<file path="src/rtl/dyuv_line_sequencer.sv">
// rtl/dyuv_line_sequencer.sv - per-scanline reset/start-YUV/byte-forwarding/pixel-count controller for one DYUV decoder
// Optional stall statistics output enabled by DYUV_LINE_STATS_EN.
module dyuv_line_sequencer #(
  parameter int PIPE_DEPTH    = 2,
  parameter int RESET_CYCLES  = 2,
  parameter int DRAIN_TIMEOUT = 64
) (
  input  logic        clk,
  input  logic        reset,
  input  logic        line_start,
  input  logic        dyuv_en,
  input  logic        st,
  input  logic [23:0] start_yuv,
  input  logic        start_yuv_we,
  input  logic        fifo_write,
  input  logic [7:0]  fifo_pixel,
  output logic        fifo_strobe,
  output logic        dec_reset,
  output logic        dec_st,
  output logic [23:0] dec_start_yuv,
  output logic        dec_src_write,
  output logic [7:0]  dec_src_pixel,
  input  logic        dec_src_strobe,
  input  logic        dec_write,
  input  logic        dec_strobe,
  output logic        busy,
  output logic        line_done,
  output logic        line_abort,
`ifdef DYUV_LINE_STATS_EN
  output logic [15:0] stall_cnt,
`endif
  output logic        timeout
);

  localparam int DW = $clog2(DRAIN_TIMEOUT + 1);
  localparam logic [DW-1:0] DRAIN_MAX = DW'(DRAIN_TIMEOUT);
  localparam logic [2:0]    RST_LAST  = 3'(RESET_CYCLES - 1);
  localparam logic [8:0]    PIPE      = 9'(PIPE_DEPTH);
  localparam logic [8:0]    CNT_MAX   = 9'd511;

  typedef enum logic [1:0] {IDLE, RST, RUN, DRAIN} state_t;

  state_t        state, state_nx;
  logic [8:0]    width, byte_cnt, pix_cnt;
  logic [2:0]    rst_cnt;
  logic [DW-1:0] drain_cnt;
  logic [23:0]   shadow;
  logic          accept_line, byte_acc, pix_acc, last_byte, drain_done, drain_expired;

  assign accept_line   = line_start && dyuv_en;
  assign busy          = (state != IDLE);
  assign line_abort    = line_start && busy;
  assign dec_src_write = (state == RUN) && fifo_write && (byte_cnt < width);
  assign dec_src_pixel = fifo_pixel;
  // The FIFO is only popped when a valid byte was actually handed over.
  assign byte_acc      = dec_src_write && dec_src_strobe;
  assign fifo_strobe   = byte_acc;
  assign pix_acc       = ((state == RUN) || (state == DRAIN)) && dec_write && dec_strobe;
  assign last_byte     = byte_acc && (byte_cnt == width - 9'd1);
  assign drain_done    = (state == DRAIN) && (pix_cnt == width - PIPE);
  assign drain_expired = (state == DRAIN) && (drain_cnt == DRAIN_MAX);

  always_comb begin
    state_nx  = state;
    line_done = 1'b0;
    timeout   = 1'b0;
    if (line_start) begin
      state_nx = dyuv_en ? RST : IDLE;
    end else begin
      case (state)
        RST:     if (rst_cnt == RST_LAST) state_nx = RUN;
        RUN:     if (last_byte) state_nx = DRAIN;
        DRAIN: begin
          if (drain_done) begin
            line_done = 1'b1;
            state_nx  = IDLE;
          end else if (drain_expired) begin
            line_done = 1'b1;
            timeout   = 1'b1;
            state_nx  = IDLE;
          end
        end
        default: state_nx = state;
      endcase
    end
  end

  always_ff @(posedge clk or posedge reset) begin
    if (reset) begin
      state         <= IDLE;
      dec_reset     <= 1'b0;
      dec_st        <= 1'b0;
      dec_start_yuv <= 24'd0;
      shadow        <= 24'd0;
      width         <= 9'd0;
      byte_cnt      <= 9'd0;
      pix_cnt       <= 9'd0;
      rst_cnt       <= 3'd0;
      drain_cnt     <= '0;
    end else begin
      state     <= state_nx;
      dec_reset <= (state_nx == RST);
      if (start_yuv_we) shadow <= start_yuv;
      if (accept_line) begin
        dec_st        <= st;
        dec_start_yuv <= start_yuv_we ? start_yuv : shadow;
        width         <= st ? 9'd360 : 9'd384;
        byte_cnt      <= 9'd0;
        pix_cnt       <= 9'd0;
        rst_cnt       <= 3'd0;
        drain_cnt     <= '0;
      end else begin
        rst_cnt   <= (state == RST) ? rst_cnt + 3'd1 : 3'd0;
        drain_cnt <= (state == DRAIN) ? drain_cnt + DW'(1) : '0;
        if (byte_acc && byte_cnt != CNT_MAX) byte_cnt <= byte_cnt + 9'd1;
        if (pix_acc && pix_cnt != CNT_MAX) pix_cnt <= pix_cnt + 9'd1;
      end
    end
  end

`ifdef DYUV_LINE_STATS_EN
  // Underrun counter: RUN cycles where the decoder still wants bytes but the FIFO is empty.
  always_ff @(posedge clk or posedge reset) begin
    if (reset) begin
      stall_cnt <= 16'd0;
    end else if (accept_line) begin
      stall_cnt <= 16'd0;
    end else if ((state == RUN) && !fifo_write && (byte_cnt < width) && (stall_cnt != 16'hFFFF)) begin
      stall_cnt <= stall_cnt + 16'd1;
    end
  end
`endif

endmodule

</file>
<file path="config.mk">
export PLATFORM = sky130hd
export DESIGN_NAME = dyuv_line_sequencer
export DESIGN_NICKNAME = d
export VERILOG_FILES = /design/src/rtl/dyuv_line_sequencer.sv
export SDC_FILE = /design/constraint.sdc
export NUM_CORES = 1
export LEC_CHECK = 0
export ABC_AREA = 1
export CAP_MARGIN = 20
export CORE_MARGIN = 2
export CORE_UTILIZATION = 51
export CTS_CLUSTER_DIAMETER = 40
export DETAILED_ROUTE_END_ITERATION = 10
export PLACE_DENSITY = 0.84
export SLEW_MARGIN = 20
export SYNTH_ARGS = -nofsm -noshare
export SYNTH_HDL_FRONTEND = slang
export SYNTH_SLANG_ARGS = --single-unit
</file>
<file path="constraint.sdc">
create_clock -name clk -period 3.1 [get_ports clk]
set_input_delay 0.31 -clock clk [delete_from_list [all_inputs] [get_ports clk]]
set_output_delay 0.31 -clock clk [all_outputs]
set_load 0.05 [all_outputs]
</file>
Word level (Yosys, flattened, before mapping):

Index checks and enable logic that the tools add are counted.

* register bits after elaboration: 89
* input port bits: 42
* output and inout port bits: 40
* word-level logic and storage cells: 67

* add/subtract/negate cells: 6
* order comparisons: 1
* equality and inequality tests: 10
* muxes and demuxes: 24
* reduce and logical (&&, ||, !) cells: 16

Operators with widths (number)
* two-way mux 9 bit: 4
* two-way mux 24 bit: 1
* adder 9 x 1 -> 9 bit, second input constant: 2
* equality test 9 bit: 2
* inequality test 9 bit, second input constant: 2
* two-way mux 7 bit: 2
* logical AND 1 bit: 12
* two-way mux 2 bit: 5
* < comparator 9 bit: 1
* subtractor 9 x 1 -> 9 bit, second input constant: 1
* subtractor 9 x 2 -> 9 bit, second input constant: 1
* two-way mux 1 bit: 8
* two-way mux 8 bit: 1
* adder 7 x 1 -> 7 bit, second input constant: 1
* equality test 7 bit, second input constant: 1
* two-way mux 3 bit: 2
* case mux 2 bit (3 select lines): 1
* nonzero test 2 bit: 3
* equality test 2 x 1 -> 1 bit, second input constant: 2
* equality test 2 bit, second input constant: 2
* adder 3 x 1 -> 3 bit, second input constant: 1
* equality test 3 x 1 -> 1 bit, second input constant: 1
* logical OR 1 bit: 1

Longest topological paths before layout:

Gate-level depths: netlist of the first run.

* depth in word-level cells: 9
* depth in mapped cells: 12
* depth with buffers taken out: 12

Worst setup path after synthesis of the first run:

No wires, ideal clock.

* path type: flip-flop to output port
* start point: register width[6]
* end point: output port timeout
* arrival: 2.629 ns
* required time: 2.790 ns
* path slack: 0.161 ns
* cell stages (with the launch flop): 10
* path buffers: 0
* cells stage by stage: dfrtp_1 > inv_1 > ha_1 > inv_1 > nand2_1 > nand2_1 > nand2_1 > nor2_1 > nand2_1 > nor3b_1

* cells in the longest elaborated chain, start to end: 6

RTL lines
* start, declared: line 44 `logic [8:0] width, byte_cnt, pix_cnt;`
* start signal, assigned: line 107 `width <= st ? 9'd360 : 9'd384;`
* subtractor 9 x 2 -> 9 bit: line 60 `assign drain_done = (state == DRAIN) && (pix_cnt == width - PIPE);`
* equality test 9 bit: line 60
* logical AND 1 bit: line 60
* two-way mux 1 bit: line 74 `if (drain_done) begin`
* two-way mux 1 bit: line 70 `case (state)`
* two-way mux 1 bit: line 67 `if (line_start) begin`
* end, declared: line 32 `output logic timeout`

No other way between the ends.

Worst setup path in the final report of the first run:

* start point: register width[6]
* end point: output port fifo_strobe

* cells in the longest elaborated chain, start to end: 3

RTL lines
* < comparator 9 bit: line 53 `assign dec_src_write = (state == RUN) && fifo_write && (byte_cnt < width);`
* logical AND 1 bit: line 53
* logical AND 1 bit: line 56 `assign byte_acc = dec_src_write && dec_src_strobe;`
* end, declared: line 17 `output logic fifo_strobe,`

No other way between the ends.

==> impl_summary.md, run 1 <==
Yosys
In the synthesized netlist the async set-or-reset flop fraction comes to 100%. Each instance of the synthesized netlist takes up on average 9.26 µm². The count of cell types in the netlist is 33. The synthesized design devotes to its leading area cell type 52.3% of total area. Yosys mapped a number of flops with a built-in enable equal to 0. The number of warnings issued by yosys is 0. The sequential cell area fraction in the yosys report is 52.3%. Sorting the synthesized cells by area gives the leading types as dfrtp_1 (52%), nand2_1 (13%), mux2_2 (6.9%).

Synthesis handed over a netlist of 424 instances. The register bit count reported by yosys is 82. The cell taking the most area after synthesis is dfrtp_1. The main flop type after synthesis is dfrtp_1. When the netlist entered floorplanning its net count stood at 481. The cell area after synthesis is 0.00393 mm².

Route
The count of TritonRoute iterations in the first routing pass is 4. Summed over all nets, wire length on met3 after detailed routing comes to 548 µm. The post-detailed-route count of antenna-violating nets is 0. The number of vias per cell after detailed routing is 5.07. The final layout contains routed wiring with a total length of 8030 µm. The detailed router used layers up to and including met4. The initial DRC count is 153. In the final routing, the length of wire on met1 measures 3600 µm. In the detailed route, the total length drawn on met2 is 3810 µm. The remaining routing DRC violations is 0.

The average wire per cell in the routed design is 13.6 µm. The total via count after detailed routing is 2984.

Power and ir drop
The cell-internal power is 0.00176 W. For this design the ratio of total power to cell area is 534 mW/mm². The share of total power dissipated in sequential elements is 47.2%. The switching power of the nets is 0.000825 W.

The combinational group share of total power is 22.6%. The switching part of the total is 31.9%. IR analysis of the VDD net gives a maximum drop of 0.000449 V. The clock network burns 30.2% of the power. The static leakage is 2.31 nW.

Setup path
The most numerous cell type found on the critical path is nand2_1. The maximum fanout encountered on the critical timing path is 6. In this run the number of cells on the critical path is 8. The category of the most critical setup path is reg2out. STA puts the critical path data arrival time at 2.53 ns. Counting both buffers and inverters, the worst setup path holds a total of 2. The critical path endpoint category is an output port. The critical path launch point type is a register. The critical path goes through inv_1, ha_1, nand2_1, nand2_1, nand2_1, nand3_2, nor2_4, clkdlybuf4s50_1. For the worst setup path, the data required time is 2.79 ns. The standard cell with the maximum stage delay on the critical path is clkdlybuf4s50_1. The kind of cell with the highest combined delay along the critical path is buffers and inverters. The worst reg2reg path depth is 11. On the worst path, the slowest cell contributes a delay of 0.82 ns.

Floorplan
The die is 91.7 µm tall. The number of core rows is 31. In this run the standard cell core region covers 0.00737 mm². For this configuration, the core starts out at a cell density of 53.3%. The die covers 0.00842 mm². The number of top-level pins is 82.

Measured along the x axis, the die boundary spans 91.7 µm.

Timing
The number of hold violations in the final report came to 0. Clock skew on the completed layout was measured at 0.00881 ns. Hold is met by 0.332 ns. The ratio of final minimum period to clock period is 91.8%.

Measured against its own limit, the worst slew margin works out to 58.9%. For the final routed database, the setup TNS stands at 0 ns. Setup repair after global routing left no endpoint under its margin. The transition time at the pin with the least slew margin is 0.616 ns. The number of pins exceeding their max-slew limit in the final report is 0.

The setup violation total in the final timing report is 0. The clock period minus final worst setup slack is 2.84 ns. The maximum clock frequency is 0.352 GHz.

Clock tree
Counting the buffers created by CTS gives 9. The cell sitting at the root of the clock tree is a clkbuf_8. The latest clock arrival within the worst-skew pair is 0.35 ns. TritonCTS built the clock tree. The number of H-tree branching levels is 3. The clock edge transition at the registers on the reported setup and hold paths is 0.08 ns.

The maximum clock insertion buffer count is 2. For this design, the sink count on the clock tree is 82.

Global route
The via count of the first global-routing pass is 3115. Global routing consumed, over all layers together, 20.7% of the routing resources. The initial antenna violation count is 0. Entering global routing, the biggest net connects 49 pins.

The global-route congestion overflow total is 0. The first global-routing pass estimated 14100 µm of wire.

Finish
Of the cells placed in the final design, the portion with a size suffix greater than 1 is 13.1%. The net count of the finished layout is 542. At the end of the flow the core is filled with cells to 65.7%. The final design instance area without fill is 0.00484 mm². Relative to the synthesized area, the layout overhead comes to 23.3%. The repair_antennas step left the layout with diodes totalling 0.

Run status
The flow ran to the end, and the final reports show no timing, DRC or antenna violations.

Placed design
The congestion estimate from routability-driven global placement came to 0.845. The placed instances occupy a cell area of 0.00464 mm². The number of input and output port buffers inserted is 65. Detailed placement finished with a half-perimeter wire length of 5630 µm.

Min path
The class of the most critical hold timing path is in2async.

Run
The tool flagged a number of max-cap violations equal to 0.
-- Yosys cell counts, types with 2 or more instances --
| master | n |
|---|---|
| nand2_1 | 132 |
| dfrtp_1 | 82 |
| inv_1 | 36 |
| nor2_1 | 30 |
| mux2_2 | 24 |
| nand3_1 | 17 |
| ha_1 | 15 |
| a21oi_1 | 11 |
| o21ai_0 | 10 |
| buf_4 | 8 |
| buf_2 | 6 |
| nor3_1 | 6 |
| clkbuf_1 | 4 |
| xor2_1 | 4 |
| nand2_2 | 3 |
| nand3_2 | 3 |
| nor2_4 | 3 |
| nor3_2 | 3 |
| nor3b_1 | 3 |
| o21a_1 | 3 |
| o21ai_1 | 3 |
| a21oi_2 | 2 |
| inv_2 | 2 |
| nand2_4 | 2 |
| nand4_1 | 2 |
| o21bai_1 | 2 |
| xnor2_1 | 2 |
-- flip-flops by register name (all words and copies together) (netlist names) --
| signal | cells |
|---|---|
| rst_cnt | 3 |
| state | 2 |
| width | 3 |
| dec_reset | 1 |
| shadow | 24 |
| byte_cnt | 9 |
| pix_cnt | 9 |
| drain_cnt | 7 |
| dec_start_yuv | 24 |
-- cell usage in the layout, fill, tap and decap left out, types with 2 or more instances in the layout --
cell | Yosys | routed
clkinvlp_4 | 0 | 2
nor3b_1 | 3 | 3
inv_6 | 0 | 2
clkinv_2 | 0 | 2
xor2_1 | 4 | 4
inv_1 | 36 | 35
clkbuf_8 | 0 | 9
clkdlybuf4s50_1 | 0 | 63
mux2_2 | 24 | 24
dlymetal6s2s_1 | 0 | 2
nand2_1 | 132 | 132
o21a_1 | 3 | 3
inv_2 | 2 | 2
nand2_4 | 2 | 2
nand4_1 | 2 | 2
nand3_2 | 3 | 3
buf_4 | 8 | 3
o21ai_1 | 3 | 3
nor2_1 | 30 | 30
nor3_1 | 6 | 6
o21ai_0 | 10 | 10
nor2_4 | 3 | 3
dfrtp_1 | 82 | 82
a21oi_2 | 2 | 2
xnor2_1 | 2 | 2
a21oi_1 | 11 | 11
o21bai_1 | 2 | 2
nand2_2 | 3 | 3
ha_1 | 15 | 15
nand3_1 | 17 | 17
nor3_2 | 3 | 3
-- logic make-up after synthesis --
logic type	share of synthesized area, %
DFF	52.3
buffers and inverters	6.41
muxes	6.88
AOI/OAI and AO/OA	5.07
xor gates and xnor gates	1.34
adders and majority gates	4.78
and+or+nand+nor	23.3
-- through the flow --
stage          instances  total power, W  setup WS [ns]
3_3_place_gp         573         0.00181          0.579
3_5_place_dp         573         0.00183          0.539
5_1_grt              589         0.00271          0.127
4_1_cts              589         0.00261          0.145
2_1_floorplan        424         0.00164          0.161
6_report             589         0.00258          0.255
-- routing by layer --
metal  global-route usage (%)  vias up
li1                         -     1466
met1                     26.5     1425
met2                     33.8       81
met3                     6.98       12
met4                     5.85        0
met5                        0        -
-- what timing repair did --
item | 4_1_cts | 5_1_grt
resized for setup | 0 | 2
setup buffers | 0 | 0
endpoints found under the setup margin | 0 | 2
hold buffers | 0 | 0
-- power by group through the flow --
stage | logic [W] | clock network [W] | registers (W)
floorplan | 0.000231 | 0 | 0.00141
global placement | 0.000575 | 0 | 0.00123
detailed placement | 0.000590 | 0 | 0.00124
CTS | 0.000591 | 0.000801 | 0.00122
global route | 0.000633 | 0.000844 | 0.00123
finish | 0.000584 | 0.000780 | 0.00122
-- path summary, 6_finish.rpt --
path	endpoint	from	slack (ns)
worst max-delay path	fifo_strobe	width[6]	0.26
min in group clk	rst_cnt[0]	rst_cnt[0]	0.48
worst min register to register	rst_cnt[0]	rst_cnt[0]	0.48
worst max register to register	pix_cnt[5]	pix_cnt[4]	1.06
max in group asynchronous	shadow[1]	reset	2.11
worst min-delay path	drain_cnt[4]	reset	0.33
-- layout make-up --
type                       count  area [µm²]
fill                         586        2530
inverter                      38         144
multi-input combinational    285        1620
clock inverter                 7        76.3
sequential                    82        2050
timing repair buffer          69         698
tap                           99         124
clock buffer                   9         124
Note: power is estimated with default switching activity, not from simulation.
==> inputs of run 2 (changes only) <==
GPL_TIMING_DRIVEN = 1   (was default)
==> results of run 2 <==
Final layout, timing and power as in run 1 (identical DEF).
==> inputs of run 3 (changes only) <==
CORE_UTILIZATION = 45   (was 51)
PLACE_DENSITY = 0.76   (was 0.84)
==> run 3 against run 2 <==
- via count is 2.8% lower
- sequential power hardly changed
- register-to-register slack better by 0.10 ns
- global-route usage is 3.1 points lower
- maximum frequency is 0.41% lower
- non-clock buffer count stayed put
- first-iteration DRC count is 37% lower
- design area is 0.28% lower
- count of clock-buffer cells in the layout is 2 higher
- largest cell class unchanged
- highest routed layer unchanged
==> impl_summary.md, run 3 (synthesized netlist as in run 1, its figures left out) <==
Run status
The run finished with clean final reports.

Setup path
The maximum fanout encountered on the critical timing path is 6. The critical path launch point type is a register. The critical path endpoint category is an output port. Data on the critical path arrives at its endpoint at 2.55 ns. Data on the critical path is required at its endpoint by 2.79 ns. The critical path is of the reg2out type.

Route
The initial DRC count is 96. The count of nets left with antenna violations once routing finished came out at 0. The count of TritonRoute iterations in the first routing pass is 4.

After detailed routing, the average wire length per cell comes to 12.9 µm. Wires add up to 7730 µm. The number of vias per cell after detailed routing is 4.86.

After detailed routing, the number of remaining DRC violations is 0. Detailed routing inserted a total of 2900 vias.

Floorplan
The effective utilization at floorplan is 45.7%. The die is 97.4 µm tall. The die covers 0.00949 mm². The area of the core region is 0.00859 mm².

The number of top-level pins is 82. In this run the core area contains 34 standard-cell rows. In this run the horizontal extent of the chip is 97.4 µm.

Timing
Setup total negative slack on the finished layout was measured at 0 ns. The worst pin sits at a relative slew slack of 56.4%. The clock period minus final worst setup slack is 2.86 ns. The ratio of final minimum period to clock period is 92.1%. Setup repair after global routing left no endpoint under its margin. The final worst-path setup slack is 0.244 ns. The worst clock skew is 0.0110 ns. At the pin with the least slew margin, the transition time is 0.653 ns.

Setup violations remaining at the end of the flow were counted as 0. Timing would allow up to 0.350 GHz. The number of hold violations in the final report was 0. The number of pins exceeding their max-slew limit in the final report was 0.

Finish
The number of standard cells in the layout, taps in and fillers out is 597. The largest registers in the layout are dec_start_yuv: 24 flops, shadow: 24 flops. The combined flip-flop and latch cell area is 0.00205 mm².

The number of diodes is 0. After filler insertion, the fill cell instance count of the layout stands at 768. Summing all multi-input logic gate instances after layout gives 0.00162 mm². The area growth from synthesis to layout is 22.9%.

The post-route netlist has 12.9% of its cells at a drive strength greater than 1. At the end of the flow the core is filled with cells to 56.2%. The library cell used most frequently in the layout, excluding fill and tap cells, is nand2_1. In the final design database the tool counted 542 nets. In the layout the commonest cells are nand2_1 (132), dfrtp_1 (82), clkdlybuf4s50_1 (64).

Power and ir drop
The largest voltage drop on the vdd net is 0.000300 V. The power per standard cell area is 518 mW/mm². Summed over all cells, the static leakage comes to 2.29 nW.

Clock tree
Buffers added to address setup during post-CTS repair amount to 0. The TritonCTS sink count is 82. The TritonCTS clock tree is done.

The number of buffers added by the clock tree synthesis step is 9. The number of H-tree branching levels is 3. Clock tree synthesis selected as its root buffer the cell clkbuf_8. No sink is reached through more buffers than the 2 on the longest clock path. After clock tree synthesis, the flow added hold-fix buffers numbering 0. The later pin in the worst-skew pair is clocked with a latency of 0.35 ns.

After clock tree synthesis, the clock-pin slew on the worst setup and hold paths is 0.07 ns.

Placed design
The worst-case setup slack after placement is 0.530 ns. The number of input and output port buffers inserted is 65. The post-placement cell count is 582. The final RePlAce weighted congestion is 0.798. The HPWL after detailed placement is 5510 µm.

Global route
The via count of the first global-routing pass is 3017. Summed over all layers, the global routing overflow is 0. Entering global routing, the biggest net connects 47 pins. The initial antenna violation count is 0. Global routing used 17.6% of the available tracks across all layers. The global-route wire length before repair is 13700 µm.

Run
The max-capacitance violation count is 0.

Min path
The worst hold path belongs to the class in2async.
-- run 3: cell count changes in the layout (fill, tap and decap cells not counted), sizes merged --
cell,previous run,this run
clkbuf,9,11
bufinv,1,0
clkdlybuf4s50,63,64
dlymetal6s2s,2,1
clkinvlp,2,1
inv,39,38
-- run 3: through the flow --
step | power, W | hold WS [ns] | cell area, µm²
after floorplan | 0.00164 | 0.438 | 3930
after global placement | 0.00181 | 0.454 | 4650
after detailed placement | 0.00183 | 0.459 | 4650
after CTS | 0.00253 | 0.373 | 4820
after global routing | 0.00263 | 0.399 | 4830
final | 0.00250 | 0.360 | 4830
-- run 3: power breakdown --
group          leakage [nW]  total, W  switching, W  internal (W)
Combinational          1.16  0.000580      0.000364      0.000216
Clock                0.0916  0.000699      0.000368      0.000330
Sequential             1.04   0.00122     0.0000543       0.00117
Total                  2.29   0.00250      0.000787       0.00171
-- run 3: worst paths after layout --
path	from	to	slack, ns	depth (start not counted)
max	width[6]	timeout	0.24	10
min in group clk	rst_cnt[0]	rst_cnt[0]	0.47	1
min reg2reg	rst_cnt[0]	rst_cnt[0]	0.47	1
max reg2reg	pix_cnt[1]	pix_cnt[5]	1.16	10
max in group asynchronous	reset	shadow[23]	2.08	3
min	reset	dec_start_yuv[3]	0.36	2
-- run 3: layer usage --
metal  wire, µm  global-route usage (%)  up-vias
li1           -                       -     1465
met4         65                    5.24        0
met1       3610                    23.2     1364
met5          0                       0        -
met2       3560                    27.8       64
met3        492                    5.90        7
-- run 3: layout make-up --
class	instances	area share [%]
flip-flops and latches	82	42.5
inverters	38	2.98
clock inverters	4	0.544
clock buffers	11	3.14
multi-input cells	285	33.6
well taps	108	2.80
repair buffers	69	14.4
-- run 3: timing repair --
item                       4_1_cts  5_1_grt
gates resized for setup          0        1
setup endpoints to repair        0        1
hold endpoints to repair         0        0
-- run 3: worst max-delay path, stage by stage, from the launching register on --
cell             delay [ns]
dfrtp_1                0.41
inv_1                  0.13
ha_1                   0.34
inv_1                  0.05
nand2_1                0.05
nand2_1                0.05
nand2_1                0.06
nor2_1                 0.06
nand2_1                0.07
nor3b_1                0.18
clkdlybuf4s50_1        0.83
